==> src/rtl/led_btn_pkg.sv <==
// Shared LED mode encodings, blink bit positions and the frame composition helper
// for the front-panel LED/button policy stage.
package led_btn_pkg;

    typedef enum logic [1:0] {
        LED_OFF  = 2'b00,
        LED_ON   = 2'b01,
        LED_SLOW = 2'b10,
        LED_FAST = 2'b11
    } led_mode_e;

    typedef enum logic {
        HS_IDLE    = 1'b0,
        HS_PENDING = 1'b1
    } hs_state_e;

    localparam int SLOW_BIT = 4;
    localparam int FAST_BIT = 2;

    // Slow blink follows frame_cnt[4] (16 frames per phase), fast follows frame_cnt[2].
    function automatic logic [7:0] compose_frame(
        input logic [15:0] cfg,
        input logic        en,
        input logic [4:0]  cnt
    );
        logic [7:0] frame;
        frame = 8'h00;
        for (int i = 0; i < 8; i++) begin
            case (led_mode_e'(cfg[2*i +: 2]))
                LED_ON:   frame[i] = 1'b1;
                LED_SLOW: frame[i] = cnt[SLOW_BIT];
                LED_FAST: frame[i] = cnt[FAST_BIT];
                default:  frame[i] = 1'b0;
            endcase
        end
        return en ? frame : 8'h00;
    endfunction

endpackage

==> src/rtl/led_btn_ctrl_debounce.sv <==
// Button debouncer: filters raw sense samples into a stable level and produces
// press, release and once-per-press long-press strobes.
module btn_debounce
    import led_btn_pkg::*;
#(
    parameter int DEBOUNCE_N = 4,
    parameter int LONG_N     = 100
) (
    input  logic clk,
    input  logic rst,
    input  logic btn_val,
    input  logic btn_stb,
    output logic btn_state,
    output logic btn_press_stb,
    output logic btn_release_stb,
    output logic btn_long_stb
);

    localparam logic [7:0] DEB_LIMIT  = 8'(DEBOUNCE_N);
    localparam logic [7:0] LONG_LIMIT = 8'(LONG_N);

    logic [7:0] deb_cnt;
    logic [7:0] hold_cnt;
    logic [7:0] deb_next;
    logic [7:0] hold_next;

    always_comb begin
        deb_next  = deb_cnt + 8'd1;
        hold_next = hold_cnt + 8'd1;
    end

    // Hold counter only counts pressed samples, so the releasing sample can
    // never be the one that completes a long press.
    always_ff @(posedge clk) begin
        if (rst) begin
            deb_cnt         <= 8'd0;
            hold_cnt        <= 8'd0;
            btn_state       <= 1'b0;
            btn_press_stb   <= 1'b0;
            btn_release_stb <= 1'b0;
            btn_long_stb    <= 1'b0;
        end else begin
            btn_press_stb   <= 1'b0;
            btn_release_stb <= 1'b0;
            btn_long_stb    <= 1'b0;
            if (btn_stb) begin
                if (btn_val == btn_state) begin
                    deb_cnt <= 8'd0;
                end else if (deb_next == DEB_LIMIT) begin
                    deb_cnt   <= 8'd0;
                    btn_state <= btn_val;
                    if (btn_val) begin
                        btn_press_stb <= 1'b1;
                    end else begin
                        btn_release_stb <= 1'b1;
                    end
                end else begin
                    deb_cnt <= deb_next;
                end

                if (!btn_state && btn_val && deb_next == DEB_LIMIT) begin
                    hold_cnt <= 8'd0;
                end else if (btn_state && btn_val && hold_cnt != LONG_LIMIT) begin
                    hold_cnt <= hold_next;
                    if (hold_next == LONG_LIMIT) begin
                        btn_long_stb <= 1'b1;
                    end
                end
            end
        end
    end

endmodule

==> src/rtl/led_btn_ctrl.sv <==
// Front-panel policy stage: periodic LED frames toward the shift-register pad
// interface, plus debounced button state and strobes for the CSR side.
module led_btn_ctrl
    import led_btn_pkg::*;
#(
    parameter int REFRESH_LOG2 = 14,
    parameter int DEBOUNCE_N   = 4,
    parameter int LONG_N       = 100
) (
    input  logic        clk,
    input  logic        rst,
    input  logic [15:0] led_cfg,
    input  logic        led_en,
    output logic [7:0]  sr_val,
    output logic        sr_go,
    input  logic        sr_rdy,
    input  logic        btn_val,
    input  logic        btn_stb,
    output logic        btn_state,
    output logic        btn_press_stb,
    output logic        btn_release_stb,
    output logic        btn_long_stb
);

    localparam logic [REFRESH_LOG2-1:0] PRESC_ONE = REFRESH_LOG2'(1);

    logic [REFRESH_LOG2-1:0] presc;
    logic                    tick;
    logic [4:0]              frame_cnt;
    logic [4:0]              frame_next;
    hs_state_e               hs_state;
    hs_state_e               hs_next;

    // tick is registered so it is high exactly while the prescaler sits at 0 after a wrap.
    always_ff @(posedge clk) begin
        if (rst) begin
            presc <= '0;
            tick  <= 1'b0;
        end else begin
            presc <= presc + PRESC_ONE;
            tick  <= (presc == '1);
        end
    end

    assign frame_next = frame_cnt + 5'd1;

    always_ff @(posedge clk) begin
        if (rst) begin
            frame_cnt <= 5'd0;
            sr_val    <= 8'h00;
        end else if (tick) begin
            frame_cnt <= frame_next;
            sr_val    <= compose_frame(led_cfg, led_en, frame_next);
        end
    end

    always_ff @(posedge clk) begin
        if (rst) begin
            hs_state <= HS_IDLE;
        end else begin
            hs_state <= hs_next;
        end
    end

    // A tick always leaves a frame pending, even if the old one is accepted on the same edge.
    always_comb begin
        hs_next = hs_state;
        case (hs_state)
            HS_IDLE: begin
                if (tick) begin
                    hs_next = HS_PENDING;
                end
            end
            HS_PENDING: begin
                if (!tick && sr_rdy) begin
                    hs_next = HS_IDLE;
                end
            end
            default: hs_next = HS_IDLE;
        endcase
    end

    always_comb begin
        sr_go = 1'b0;
        if (hs_state == HS_PENDING) begin
            sr_go = 1'b1;
        end
    end

    btn_debounce #(
        .DEBOUNCE_N (DEBOUNCE_N),
        .LONG_N     (LONG_N)
    ) u_btn_debounce (
        .clk             (clk),
        .rst             (rst),
        .btn_val         (btn_val),
        .btn_stb         (btn_stb),
        .btn_state       (btn_state),
        .btn_press_stb   (btn_press_stb),
        .btn_release_stb (btn_release_stb),
        .btn_long_stb    (btn_long_stb)
    );

endmodule

==> config.mk <==
export PLATFORM = sky130hd
export DESIGN_NAME = led_btn_ctrl
export DESIGN_NICKNAME = d
export VERILOG_FILES = /design/src/rtl/led_btn_pkg.sv /design/src/rtl/led_btn_ctrl_debounce.sv /design/src/rtl/led_btn_ctrl.sv
export SDC_FILE = /design/constraint.sdc
export NUM_CORES = 1
export LEC_CHECK = 0
export ABC_CLOCK_PERIOD_IN_PS = 1570
export BUFFER_PORTS_ARGS = -buffer_cell sky130_fd_sc_hd__clkbuf_2
export CAP_MARGIN = 10
export CORE_MARGIN = 5
export CORE_UTILIZATION = 50
export CTS_CLUSTER_DIAMETER = 60
export DETAILED_ROUTE_END_ITERATION = 16
export PLACE_DENSITY = 0.72
export SLEW_MARGIN = 20
export SYNTH_ARGS = -nofsm -noshare
export SYNTH_HDL_FRONTEND = slang
export SYNTH_SLANG_ARGS = --single-unit
==> constraint.sdc <==
create_clock -name clk -period 1.57 [get_ports clk]
set_input_delay 0.157 -clock clk [delete_from_list [all_inputs] [get_ports clk]]
set_output_delay 0.157 -clock clk [all_outputs]
set_load 0.02 [all_outputs]
Word level (Yosys, flattened, before mapping)
Cells that the tools add are included.
{ "word_totals": {"ff_bits": 49, "in_bits": 22, "output_inout_bits": 13, "word_cells": 81} }
{ "op_classes": {"add_sub_neg": 4, "n_eq_ne": 29, "n_mux": 20, "bitwise_logic": 5, "reduce_logical": 12} }
{ "op_table": {"columns": ["cell", "count"], "rows": [
  ["$mux W8", 5],
  ["$eq A2 B2 Y1 const B", 16],
  ["$pmux W1 S3", 8],
  ["$add A8 B1 Y8 const B", 2],
  ["$eq A2 B1 Y1 const B", 8],
  ["$add A14 B1 Y14 const B", 1],
  ["$eq A14 B14 Y1 const B", 1],
  ["$eq A8 B3 Y1 const B", 1],
  ["$eq A8 B7 Y1 const B", 1],
  ["$ne A8 B7 Y1 const B", 1],
  ["$reduce_or A4 Y1", 2],
  ["$mux W1", 6],
  ["$add A5 B1 Y5 const B", 1],
  ["$logic_and A1 B1 Y1", 5],
  ["$not A1 Y1", 5],
  ["$reduce_and A3 Y1", 1],
  ["$logic_not A1 Y1", 2],
  ["$pmux W1 S2", 1],
  ["$reduce_and A2 Y1", 1],
  ["$reduce_bool A2 Y1", 1],
  ["$eq A1 B1 Y1", 1]
]} }

Logic depth before layout (Yosys ltp)
Gate-level depths: netlist (run 1).
{ "logic_depth": {"word_depth": 5, "depth_mapped": 7, "depth_no_buf": 6} }

Modules after synthesis
From an unflattened synthesis (run 1), not the netlist that was laid out.
{ "hier_totals": {"hier_cells": 288, "area_unflattened_um2": 2464.9} }
{ "by_module_without_submodules": {"columns": ["module", "instances", "cells_each", "area_each_um2"], "rows": [
  ["led_btn_ctrl", 1, 151, 1265.0],
  ["btn_debounce", 1, 137, 1199.9]
]} }

Worst setup path before layout (run 1)
No wires, ideal clock.
{ "synth_path": {"kind": "register -> register", "start": "register u_btn_debounce.btn_state", "end": "register u_btn_debounce.deb_cnt[5]", "arrival_time_ns": 1.654, "required_ns": 1.499, "setup_slack_ns": -0.155, "stages_incl_launch_ff": 7, "n_path_buf": 1, "synth_period_minus_slack_ns": 1.725, "path_cell_list": "dfxtp_1 -> inv_1 -> ha_1 -> clkbuf_2 -> nand2b_1 -> or4_1 -> a21oi_1"} }
{ "synth_via": {"elab_chain_len": 2} }
{ "synth_lines": {"columns": ["element", "line_no", "source"], "rows": [
  ["start, declared", "led_btn_ctrl_debounce.sv:13", "output logic btn_state,"],
  ["start signal, assigned", "led_btn_ctrl_debounce.sv:51", "btn_state <= btn_val;"],
  ["$eq A1 B1 Y1", "led_btn_ctrl_debounce.sv:47", "if (btn_val == btn_state) begin"],
  ["$mux W8", "led_btn_ctrl_debounce.sv:47", null],
  ["end signal, assigned", "led_btn_ctrl_debounce.sv:58", "deb_cnt <= deb_next;"],
  ["end, declared", "led_btn_ctrl_debounce.sv:22", "logic [7:0] deb_cnt;"]
]} }
Every way passes these cells.
A chain may end at the register's enable or synchronous reset.

Final worst setup path (run 1)
Same ends and word-level chain as after synthesis.

==> metrics.csv, run 1 <==
stage,metric,value,unit
status,status,finished clean,
synthesis,Syn Inst Count,316,
synthesis,top cell type's share of synthesized area,37.64,%
layout,fraction of layout cells with a size suffix above 1,17.61,%
routing,Vias/cell,5.652,
synthesis,count of cell types in the netlist,49,
critical_path,startpoint types,register,
routing,1st-pass router iterations,4,
synthesis,synth cell count leaders,"dfxtp_1, nor2_1, nand2_1",
clock_network,clock-pin transition on the worst setup and hold timing paths,0.08,ns
global_routing,initial antenna violation count,0,
synthesis,#FFs+latches synth,49,
die,DIE AREA,0.006756,sq mm
pwr,Pwr Density,711.0,mW/mm^2
die,std cell rows,26,
sta,# setup viols final,0,
placement,Area after DPL,0.002892,sq mm
sta,fin crit period,1.514,ns
critical_path,Critical Path RT,1.80,ns
routing,DR WL/cell,13.24,um
layout,final-layout fill cell count,485,
placement,dpl cells,414,
synthesis,synth top area cells,"dfxtp_1, o22ai_1, nor2_1, nand2_1, ha_1",
routing,initial drt markers,124,
layout,design area,0.002984,sq mm
routing,routed vias,2385,
routing,Antenna Nets Post-Route,0,
critical_path,worst endpoint data arrival time,1.74,ns
layout,Non-Filler Instances,422,
placement,DP HPWL,3.904,mm
global_routing,vias in the first global route,2029,
routing,WL final,5.586,mm
min_path,Hold Crit Class,in -> reg,
sta,unrepaired setup endpoints after global routing,true,
synthesis,"count leader, synth",dfxtp_1,
global_routing,gr usage total,16.72,%
synthesis,YS warnings,0,
layout,Final Core Density,58.80,%
die,Core ar.,0.005075,sq mm
pwr,Sw Share,23.20,%
clock_network,Num CTS Buffers,5,
routing,DRC,0,
layout,# nets final,381,
critical_path,critical path's largest stage delay,0.41,ns
critical_path,Crit-path slowest cell,or4_1,
sta,Final Cycle Share,96.44,%
die,Die Width,82.20,um
critical_path,cell family with most CP delay,simple AND/OR/NAND/NOR gates,
clock_network,number of setup buffers added after CTS,0,
pwr,P_leak,1.239,nW
run,# Max-Cap Violations,0,
die,Starting Density,51.36,%
synthesis,Most used DFF post-synth,dfxtp_1,
clock_network,H-Tree Depth,2,
clock_network,clk root buf,clkbuf_8,
layout,Area Overhead vs Synth,14.50,%
global_routing,GRT Residual Overflow,0,
synthesis,syn nets,346,
clock_network,clk sinks,49,
critical_path,Setup Crit Path Kind,reg -> reg,
global_routing,first-pass GRT wire length,9.059,mm
global_routing,largest net degree at the start of global routing,39,
critical_path,Buffers & Inverters on Critical Path,1,
synthesis,Syn Area/Cell,8.248,sq um
sta,setup TNS,0,ns
sta,worst slew margin relative to its limit,63.07,%
sta,Peak Freq,0.6605,GHz
pwr,VDD IR-drop max,0.0005559,V
synthesis,Synth area leader,dfxtp_1,
pwr,power share of the clock group,33.7,%
critical_path,Max Fanout on Critical Path,6,
sta,worst slew pin tran,0.5534,ns
die,num ports,35,
pwr,sequential share of power,59.2,%
synthesis,Netlist Area Pre-Place,0.002606,sq mm
clock_network,CTS tree,done,
synthesis,"Seq/Total Area, Yosys",37.64,%
critical_path,"setup slack, reg-to-reg",0.06,ns
clock_network,Worst-Skew Late Latency,0.29,ns
critical_path,endpoint class of the critical path,register,
pwr,internal power,1.629,mW
clock_network,Clock Path Buffers,2,
sta,count of final hold-check violations,0,
sta,final slew viol count,0,
die,die height,82.20,um
critical_path,worst path cell trace,"inv_1, ha_1, nand2b_4, or4_1, a21oi_1",
sta,setup ws final,0.05591,ns
pwr,Comb pwr share,7.1,%
placement,RD Place Congestion,0.8430,
layout,number of antenna cells inserted,0,
placement,pre-CTS setup slack,-0.001178,ns
sta,clock skew,0.006523,ns
synthesis,"EDFF count, synth",0,
pwr,P_sw,0.4923,mW
placement,IO Port Bufs,34,
synthesis,"Async S/R FF share, synth",0,%
==> sequential cells by signal, indices dropped and copies added (netlist names) <==
| register | count |
|---|---|
| frame_cnt | 5 |
| hs_state | 1 |
| presc | 14 |
| sr_val | 8 |
| tick | 1 |
| u_btn_debounce.btn_long_stb | 1 |
| u_btn_debounce.btn_press_stb | 1 |
| u_btn_debounce.btn_release_stb | 1 |
| u_btn_debounce.btn_state | 1 |
| u_btn_debounce.deb_cnt | 8 |
| u_btn_debounce.hold_cnt | 8 |
==> per-stage QoR <==
step / hold slack (ns) / power (mW)
floorplan: 0.2363 / 1.370
global placement: 0.3992 / 1.430
detailed placement: 0.3999 / 1.434
CTS: 0.08520 / 2.145
global route: 0.09383 / 2.217
finish: 0.08776 / 2.122
==> placed cells by master (no fill, tap or decap), types with 4 or more instances in the layout <==
cell type  count
xor2_1         9
o21ai_0       17
clkbuf_2      34
nand2_1       29
dfxtp_1       47
nor3_1        10
buf_4          9
o22ai_1       25
a21oi_1       19
inv_1         16
nand4_1        9
clkbuf_8       5
and3_1         5
o211a_1        8
nor2_1        30
ha_1           8
nor4_1         4
xnor2_1        8
nand3_1       10
a21boi_0       8
==> cell type report <==
type                            count  area [sq um]  share of cell area [%]
Inverter                           16         60.06                   2.013
Sequential cell                    49         985.9                   33.04
Clock buffer                        8         80.08                   2.683
Timing Repair Buffer               44         257.7                   8.637
Tap cell                           70         87.58                   2.935
Multi-Input combinational cell    235          1513                   50.69
==> power by group through the flow <==
stage,combinational (mW),sequential [mW],clock (mW)
floorplan,0.0858,1.28,0
global placement,0.145,1.28,0
CTS,0.150,1.26,0.739
finish,0.150,1.26,0.716
detailed placement,0.149,1.29,0
global route,0.170,1.26,0.789
==> routing by layer <==
layer  part of all wire [%]  up-vias  track usage (%)
met4                   0.72        0            3.322
li1                       -     1229                -
met5                      0        -                0
met3                    5.1        4            3.688
met1                     47     1101            22.68
met2                     47       51            27.24
==> worst reg2reg max path, cell delays in order, from the launching register on <==
cell      delay, ns
dfxtp_4        0.36
inv_1          0.04
ha_1           0.31
nand2b_4       0.18
or4_1          0.41
a21oi_1        0.15
==> worst paths after layout <==
kind,cells after the start,end,start
setup / recovery,5,u_btn_debounce.deb_cnt[5]$_SDFFE_PP0P_,u_btn_debounce.btn_state$_SDFFE_PP0P_
hold / removal,2,u_btn_debounce.btn_release_stb$_SDFF_PP0_,btn_val
setup reg to reg,5,u_btn_debounce.deb_cnt[5]$_SDFFE_PP0P_,u_btn_debounce.btn_state$_SDFFE_PP0P_
hold reg to reg,1,presc[0]$_SDFF_PP0_,presc[0]$_SDFF_PP0_
==> logic make-up after synthesis <==
logic type	Yosys count	share of synthesized area [%]
AOI/OAI and AO/OA	90	22.66
adders and majority gates	8	3.841
and+or+nand+nor	118	24.34
xor gates and xnor gates	17	5.713
DFF	49	37.64
muxes	2	0.7682
buffers and inverters	32	5.041
==> repair_timing <==
item | in CTS | in global routing
hold buffers | 0 | 0
gates resized for setup | 1 | 3
setup endpoints to repair | 1 | 7
Power figures use the tool's default switching activity.
==> inputs of run 2 (changes only) <==
--- a/config.mk
+++ b/config.mk
@@ -6,13 +6,14 @@
 export NUM_CORES = 1
 export LEC_CHECK = 0
 export ABC_CLOCK_PERIOD_IN_PS = 1570
-export BUFFER_PORTS_ARGS = -buffer_cell sky130_fd_sc_hd__clkbuf_2
 export CAP_MARGIN = 10
+export CORE_ASPECT_RATIO = 0.5
 export CORE_MARGIN = 5
 export CORE_UTILIZATION = 50
 export CTS_CLUSTER_DIAMETER = 60
 export DETAILED_ROUTE_END_ITERATION = 16
-export PLACE_DENSITY = 0.72
+export DONT_BUFFER_PORTS = 1
+export PLACE_DENSITY = 0.66
 export SLEW_MARGIN = 20
 export SYNTH_ARGS = -nofsm -noshare
 export SYNTH_HDL_FRONTEND = slang
==> run 2 against run 1 <==
- routed wire length is 6.8% higher
- clock power up 4.7%
- core utilization decreased by 1.3 points
- critical path type unchanged
- critical endpoint unchanged
- largest power group unchanged
- highest routed layer unchanged
==> metrics.csv, run 2 (synthesis results as in run 1) <==
stage,metric,value,unit
status,status,finished clean,
pwr,VDD IR-drop max,0.0004436,V
layout,final-layout fill cell count,466,
run,# Max-Cap Violations,0,
routing,Antenna Nets Post-Route,0,
die,DIE AREA,0.006844,sq mm
critical_path,"setup slack, reg-to-reg",0.08,ns
critical_path,worst endpoint data arrival time,1.72,ns
die,Starting Density,52.36,%
clock_network,H-Tree Depth,2,
global_routing,vias in the first global route,2174,
placement,DP HPWL,4.093,mm
critical_path,worst path cell trace,"inv_1, ha_2, nand2b_4, or4_1, a21oi_1",
critical_path,Crit-path slowest cell,or4_1,
routing,Vias/cell,5.908,
critical_path,cell family with most CP delay,simple AND/OR/NAND/NOR gates,
sta,fin crit period,1.493,ns
clock_network,Worst-Skew Late Latency,0.30,ns
sta,Final Cycle Share,95.08,%
critical_path,endpoint class of the critical path,register,
min_path,Hold Crit Class,in -> reg,
sta,clock skew,0.006121,ns
die,Core ar.,0.004977,sq mm
layout,fraction of layout cells with a size suffix above 1,10.31,%
routing,DRC,0,
layout,Largest register FFs,14,
critical_path,Setup Crit Path Kind,reg -> reg,
layout,number of antenna cells inserted,0,
die,die height,61.05,um
layout,multi-input gate area in the final layout,0.001524,sq mm
layout,Sequential Area,984.7,sq um
global_routing,gr usage total,17.60,%
routing,DR WL/cell,15.30,um
sta,final slew viol count,0,
global_routing,largest net degree at the start of global routing,36,
sta,count of final hold-check violations,0,
critical_path,critical path's largest stage delay,0.40,ns
critical_path,Max Fanout on Critical Path,6,
global_routing,initial antenna violation count,0,
routing,1st-pass router iterations,4,
layout,"most common cell after layout, fill and taps aside",dfxtp_1,
clock_network,clock-pin transition on the worst setup and hold timing paths,0.08,ns
sta,# setup viols final,0,
clock_network,Clock Path Buffers,2,
sta,setup TNS,0,ns
clock_network,clk sinks,49,
critical_path,Buffers & Inverters on Critical Path,1,
clock_network,clk root buf,clkbuf_8,
die,num ports,35,
clock_network,CTS tree,done,
routing,initial drt markers,235,
die,std cell rows,18,
clock_network,Num CTS Buffers,5,
global_routing,first-pass GRT wire length,9.756,mm
sta,worst slew margin relative to its limit,59.21,%
placement,IO Port Bufs,0,
layout,Largest Register,presc,
placement,RD Place Congestion,0.9203,
sta,worst slew pin tran,0.6111,ns
global_routing,GRT Residual Overflow,0,
sta,Peak Freq,0.6699,GHz
routing,routed vias,2304,
pwr,P_leak,1.109,nW
clock_network,number of setup buffers added after CTS,0,
critical_path,Critical Path RT,1.80,ns
layout,# nets final,350,
sta,Min Hold Slack,0.06083,ns
layout,Area Overhead vs Synth,9.793,%
layout,"commonest cells after routing, fill and taps aside","dfxtp_1, nor2_1, nand2_1",
die,Die Width,112.1,um
pwr,Pwr Density,742.0,mW/mm^2
critical_path,startpoint types,register,
routing,WL final,5.966,mm
-- run 2: cell count changes in the layout (fill, tap and decap cells not counted), sizes merged --
cell         delta
clkinvlp        +1
clkbuf         -36
buf             +1
dlygate4sd3     +2
-- run 2: worst register-to-register path: cells and delay by family (launching register included) --
kind	cells	cell delay, ns
adders and majority gates	1	0.30
AOI/OAI and AO/OA	1	0.15
buffers and inverters	1	0.06
DFF	1	0.36
and+or+nand+nor	2	0.55
-- run 2: where the power goes --
part / leakage [nW] / total, mW / switching (mW) / internal [mW]
Clock: 0.0433 / 0.750 / 0.401 / 0.349
Sequential: 0.396 / 1.26 / 0.00833 / 1.25
Combinational: 0.670 / 0.117 / 0.0648 / 0.0519
Total: 1.11 / 2.12 / 0.474 / 1.65
-- run 2: stage by stage --
step | std cells | instance area, sq um | power (mW) | setup WS (ns) | util, %
CTS | 390 | 2839 | 2.158 | 0.02377 | 57.04
detailed placement | 380 | 2709 | 1.376 | 0.02839 | 54.42
global route | 390 | 2861 | 2.224 | -0.005743 | 57.49
finish | 390 | 2861 | 2.123 | 0.07725 | 57.49
floorplan | 316 | 2618 | 1.370 | 0.01053 | -
global placement | 380 | 2709 | 1.371 | 0.1042 | 54.42
-- run 2: layout make-up --
| cell class | instances | area share, % |
|---|---|---|
| Clock buffer | 6 | 2.886 |
| Tap cell | 70 | 3.061 |
| Timing Repair Buffer | 13 | 4.023 |
| Multi-Input combinational cell | 235 | 53.26 |
| Inverter | 16 | 2.099 |
| Clock inverter | 1 | 0.2624 |
| Sequential cell | 49 | 34.41 |
-- run 2: worst paths after layout --
kind / end / cells past startpoint / from
setup / recovery: u_btn_debounce.deb_cnt[5]$_SDFFE_PP0P_ / 5 / u_btn_debounce.btn_state$_SDFFE_PP0P_
hold / removal: hs_state$_SDFF_PP0_ / 3 / sr_rdy
setup reg to reg: u_btn_debounce.deb_cnt[5]$_SDFFE_PP0P_ / 5 / u_btn_debounce.btn_state$_SDFFE_PP0P_
hold reg to reg: presc[0]$_SDFF_PP0_ / 1 / presc[0]$_SDFF_PP0_
-- run 2: per-layer routing --
layer | vias to the layer above | routed length (um) | track usage [%]
li1 | 1157 | - | -
met1 | 1068 | 2717 | 21.18
met2 | 71 | 2635 | 31.41
met3 | 8 | 524 | 5.790
met4 | 0 | 88 | 4.623
met5 | - | 0 | 0
-- run 2: timing repair --
action	in CTS	in global routing
hold endpoints to repair	36	0
resized for setup	0	7
endpoints found under the setup margin	0	11
hold buffers	3	0
==> inputs of run 3 (changes only) <==
--- a/config.mk
+++ b/config.mk
@@ -10,6 +10,7 @@
 export CORE_ASPECT_RATIO = 0.5
 export CORE_MARGIN = 5
 export CORE_UTILIZATION = 50
+export CTS_BUF_LIST = sky130_fd_sc_hd__clkbuf_8
 export CTS_CLUSTER_DIAMETER = 60
 export DETAILED_ROUTE_END_ITERATION = 16
 export DONT_BUFFER_PORTS = 1
==> constraint.sdc (replaced) <==
create_clock -name clk -period 1.57 [get_ports clk]
set_input_delay 0 -clock clk [delete_from_list [all_inputs] [get_ports clk]]
set_output_delay 0 -clock clk [all_outputs]
set_load 0.02 [all_outputs]
==> run 3 against run 2 <==
- sequential power barely moved
- highest routed layer unchanged
- largest power group unchanged
- sequential share of layout area is 0.68 points lower
- clock skew up 0.00082 ns
- register-to-register slack barely moved
- flip-flop and latch count unchanged
==> metrics.csv, run 3 (synthesis results as in run 1) <==
stage,metric,value,unit
status,status,finished clean,
critical_path,reg-to-reg critical path endpoint,u_btn_debounce.deb_cnt[5]$_SDFFE_PP0P_,
sta,worst slew margin relative to its limit,61.00,%
global_routing,met1 Use GR,21.36,%
critical_path,critical path's largest stage delay,0.40,ns
sta,setup ws final,0.07481,ns
sta,# setup viols final,0,
layout,Largest Register,presc,
layout,"most common cell after layout, fill and taps aside",dfxtp_1,
global_routing,routing usage on met2,31.24,%
layout,Area Overhead vs Synth,12.00,%
die,num ports,35,
layout,Non-Filler Instances,396,
placement,pre-CTS setup slack,0.02839,ns
routing,routed vias,2360,
die,Die Width,112.1,um
die,std cell rows,18,
critical_path,worst r2r src,u_btn_debounce.btn_state$_SDFFE_PP0P_,
routing,Antenna Nets Post-Route,0,
pwr,Sw Share,22.68,%
layout,fraction of layout cells with a size suffix above 1,9.816,%
sta,clock skew,0.006941,ns
critical_path,CP startpoint,u_btn_debounce.btn_state$_SDFFE_PP0P_,
sta,worst slew pin tran,0.5844,ns
pwr,internal power,1.659,mW
global_routing,grt peak-use layer,met2,
sta,final slew viol count,0,
min_path,Hold EP,sr_val[6]$_SDFFE_PP0P_,
placement,dpl cells,380,
critical_path,Buffers & Inverters on Critical Path,1,
clock_network,CTS tree,done,
placement,Area after DPL,0.002709,sq mm
pwr,P_leak,1.134,nW
global_routing,GRT Residual Overflow,0,
sta,Min Hold Slack,0.01596,ns
layout,number of antenna cells inserted,0,
global_routing,first-pass GRT wire length,9.867,mm
min_path,Hold Crit Class,in -> reg,
global_routing,vias in the first global route,2227,
min_path,Worst Hold Path Cells,3,
critical_path,Max Fanout on Critical Path,6,
critical_path,cell family with most CP delay,simple AND/OR/NAND/NOR gates,
pwr,VDD IR-drop max,0.0004444,V
die,Core ar.,0.004977,sq mm
sta,count of final hold-check violations,0,
global_routing,met3 Use GR,5.888,%
critical_path,worst endpoint data arrival time,1.73,ns
pwr,Pwr Density,734.9,mW/mm^2
placement,DP HPWL,4.093,mm
routing,DRC,0,
clock_network,Num CTS Buffers,5,
clock_network,Clock Path Buffers,2,
clock_network,H-Tree Depth,2,
routing,initial drt markers,240,
pwr,power share of the clock group,35.2,%
critical_path,Crit-path slowest cell,or4_1,
routing,Vias/cell,5.960,
critical_path,startpoint types,register,
clock_network,clock-pin transition on the worst setup and hold timing paths,0.09,ns
routing,1st-pass router iterations,5,
critical_path,Setup Crit Path Kind,reg -> reg,
clock_network,clk sinks,49,
pwr,Comb pwr share,6.2,%
layout,# nets final,356,
critical_path,"setup slack, reg-to-reg",0.07,ns
pwr,P_sw,0.4865,mW
die,die height,61.05,um
layout,"commonest cells after routing, fill and taps aside","dfxtp_1, nor2_1, nand2_1",
placement,IO Port Bufs,0,
sta,fin crit period,1.495,ns
pwr,sequential share of power,58.6,%
sta,Peak Freq,0.6688,GHz
layout,Largest register FFs,14,
routing,WL final,6.031,mm
critical_path,worst path cell trace,"inv_1, ha_2, nand2b_4, or4_1, a21oi_1",
sta,unrepaired setup endpoints after global routing,true,
placement,RD Place Congestion,0.9203,
critical_path,Reg2Reg Depth,5,
critical_path,endpoint class of the critical path,register,
die,DIE AREA,0.006844,sq mm
sta,Final Cycle Share,95.23,%
global_routing,initial antenna violation count,0,
routing,DR WL/cell,15.23,um
clock_network,clk root buf,clkbuf_8,
die,Starting Density,52.36,%
global_routing,gr usage total,17.69,%
global_routing,largest net degree at the start of global routing,39,
layout,design area,0.002919,sq mm
clock_network,Worst-Skew Late Latency,0.30,ns
critical_path,Critical Path RT,1.80,ns
run,# Max-Cap Violations,0,
min_path,worst hold start,led_cfg[12],
run 3: cell count changes in the layout (fill, tap and decap cells not counted):
cell | before | now
dlygate4sd3_1 | 2 | 8
nor2_1 | 29 | 30
nor2_2 | 1 | 0
run 3: tightest hold or removal path: stages:
cell and delay [ns]:
a21oi_1 0.02, o22ai_1 0.11, o211a_1 0.16
run 3: power groups by stage:
stage / Combinational, mW / Clock (mW) / Sequential (mW)
floorplan: 0.0858 / 0 / 1.28
global placement: 0.0854 / 0 / 1.29
detailed placement: 0.0898 / 0 / 1.29
CTS: 0.131 / 0.786 / 1.26
global route: 0.145 / 0.838 / 1.26
finish: 0.133 / 0.755 / 1.26
run 3: per-stage QoR:
step,util [%],setup TNS (ns),power (mW)
2_1_floorplan,-,0,1.370
3_3_place_gp,54.42,0,1.371
3_5_place_dp,54.42,0,1.376
4_1_cts,58.25,0,2.175
5_1_grt,58.65,-0.01699,2.242
6_report,58.65,0,2.145
run 3: worst max path at each step:
stage                                                   end  slack [ns]  cells past startpoint
detailed placement  u_btn_debounce.hold_cnt[6]$_SDFFE_PP0P_        0.03                      5
global route         u_btn_debounce.deb_cnt[5]$_SDFFE_PP0P_       -0.01                      5
CTS                 u_btn_debounce.hold_cnt[6]$_SDFFE_PP0P_        0.01                      5
finish               u_btn_debounce.deb_cnt[5]$_SDFFE_PP0P_        0.07                      5
floorplan            u_btn_debounce.deb_cnt[5]$_SDFFE_PP0P_        0.01                      6
global placement    u_btn_debounce.hold_cnt[6]$_SDFFE_PP0P_        0.10                      5
run 3: layout make-up:
type | instances | area (sq um)
inverters | 16 | 60.06
clock inverters | 1 | 7.507
multi-input cells | 235 | 1521
repair buffers | 19 | 175.2
fillers | 457 | 2058
clock buffers | 6 | 82.58
flip-flops and latches | 49 | 984.7
well taps | 70 | 87.58
run 3: what timing repair did:
action,CTS,global route
hold endpoints to repair,45,0
endpoints found under the setup margin,0,11
hold buffers,9,0
resized for setup,0,6
buffers inserted,0,0
run 3: per-layer routing:
metal  share of wire (%)  vias to the layer above
li1                    -                     1168
met1                  46                     1104
met2                  44                       80
met3                 8.3                        8
met4                 1.2                        0
met5                   0                        -
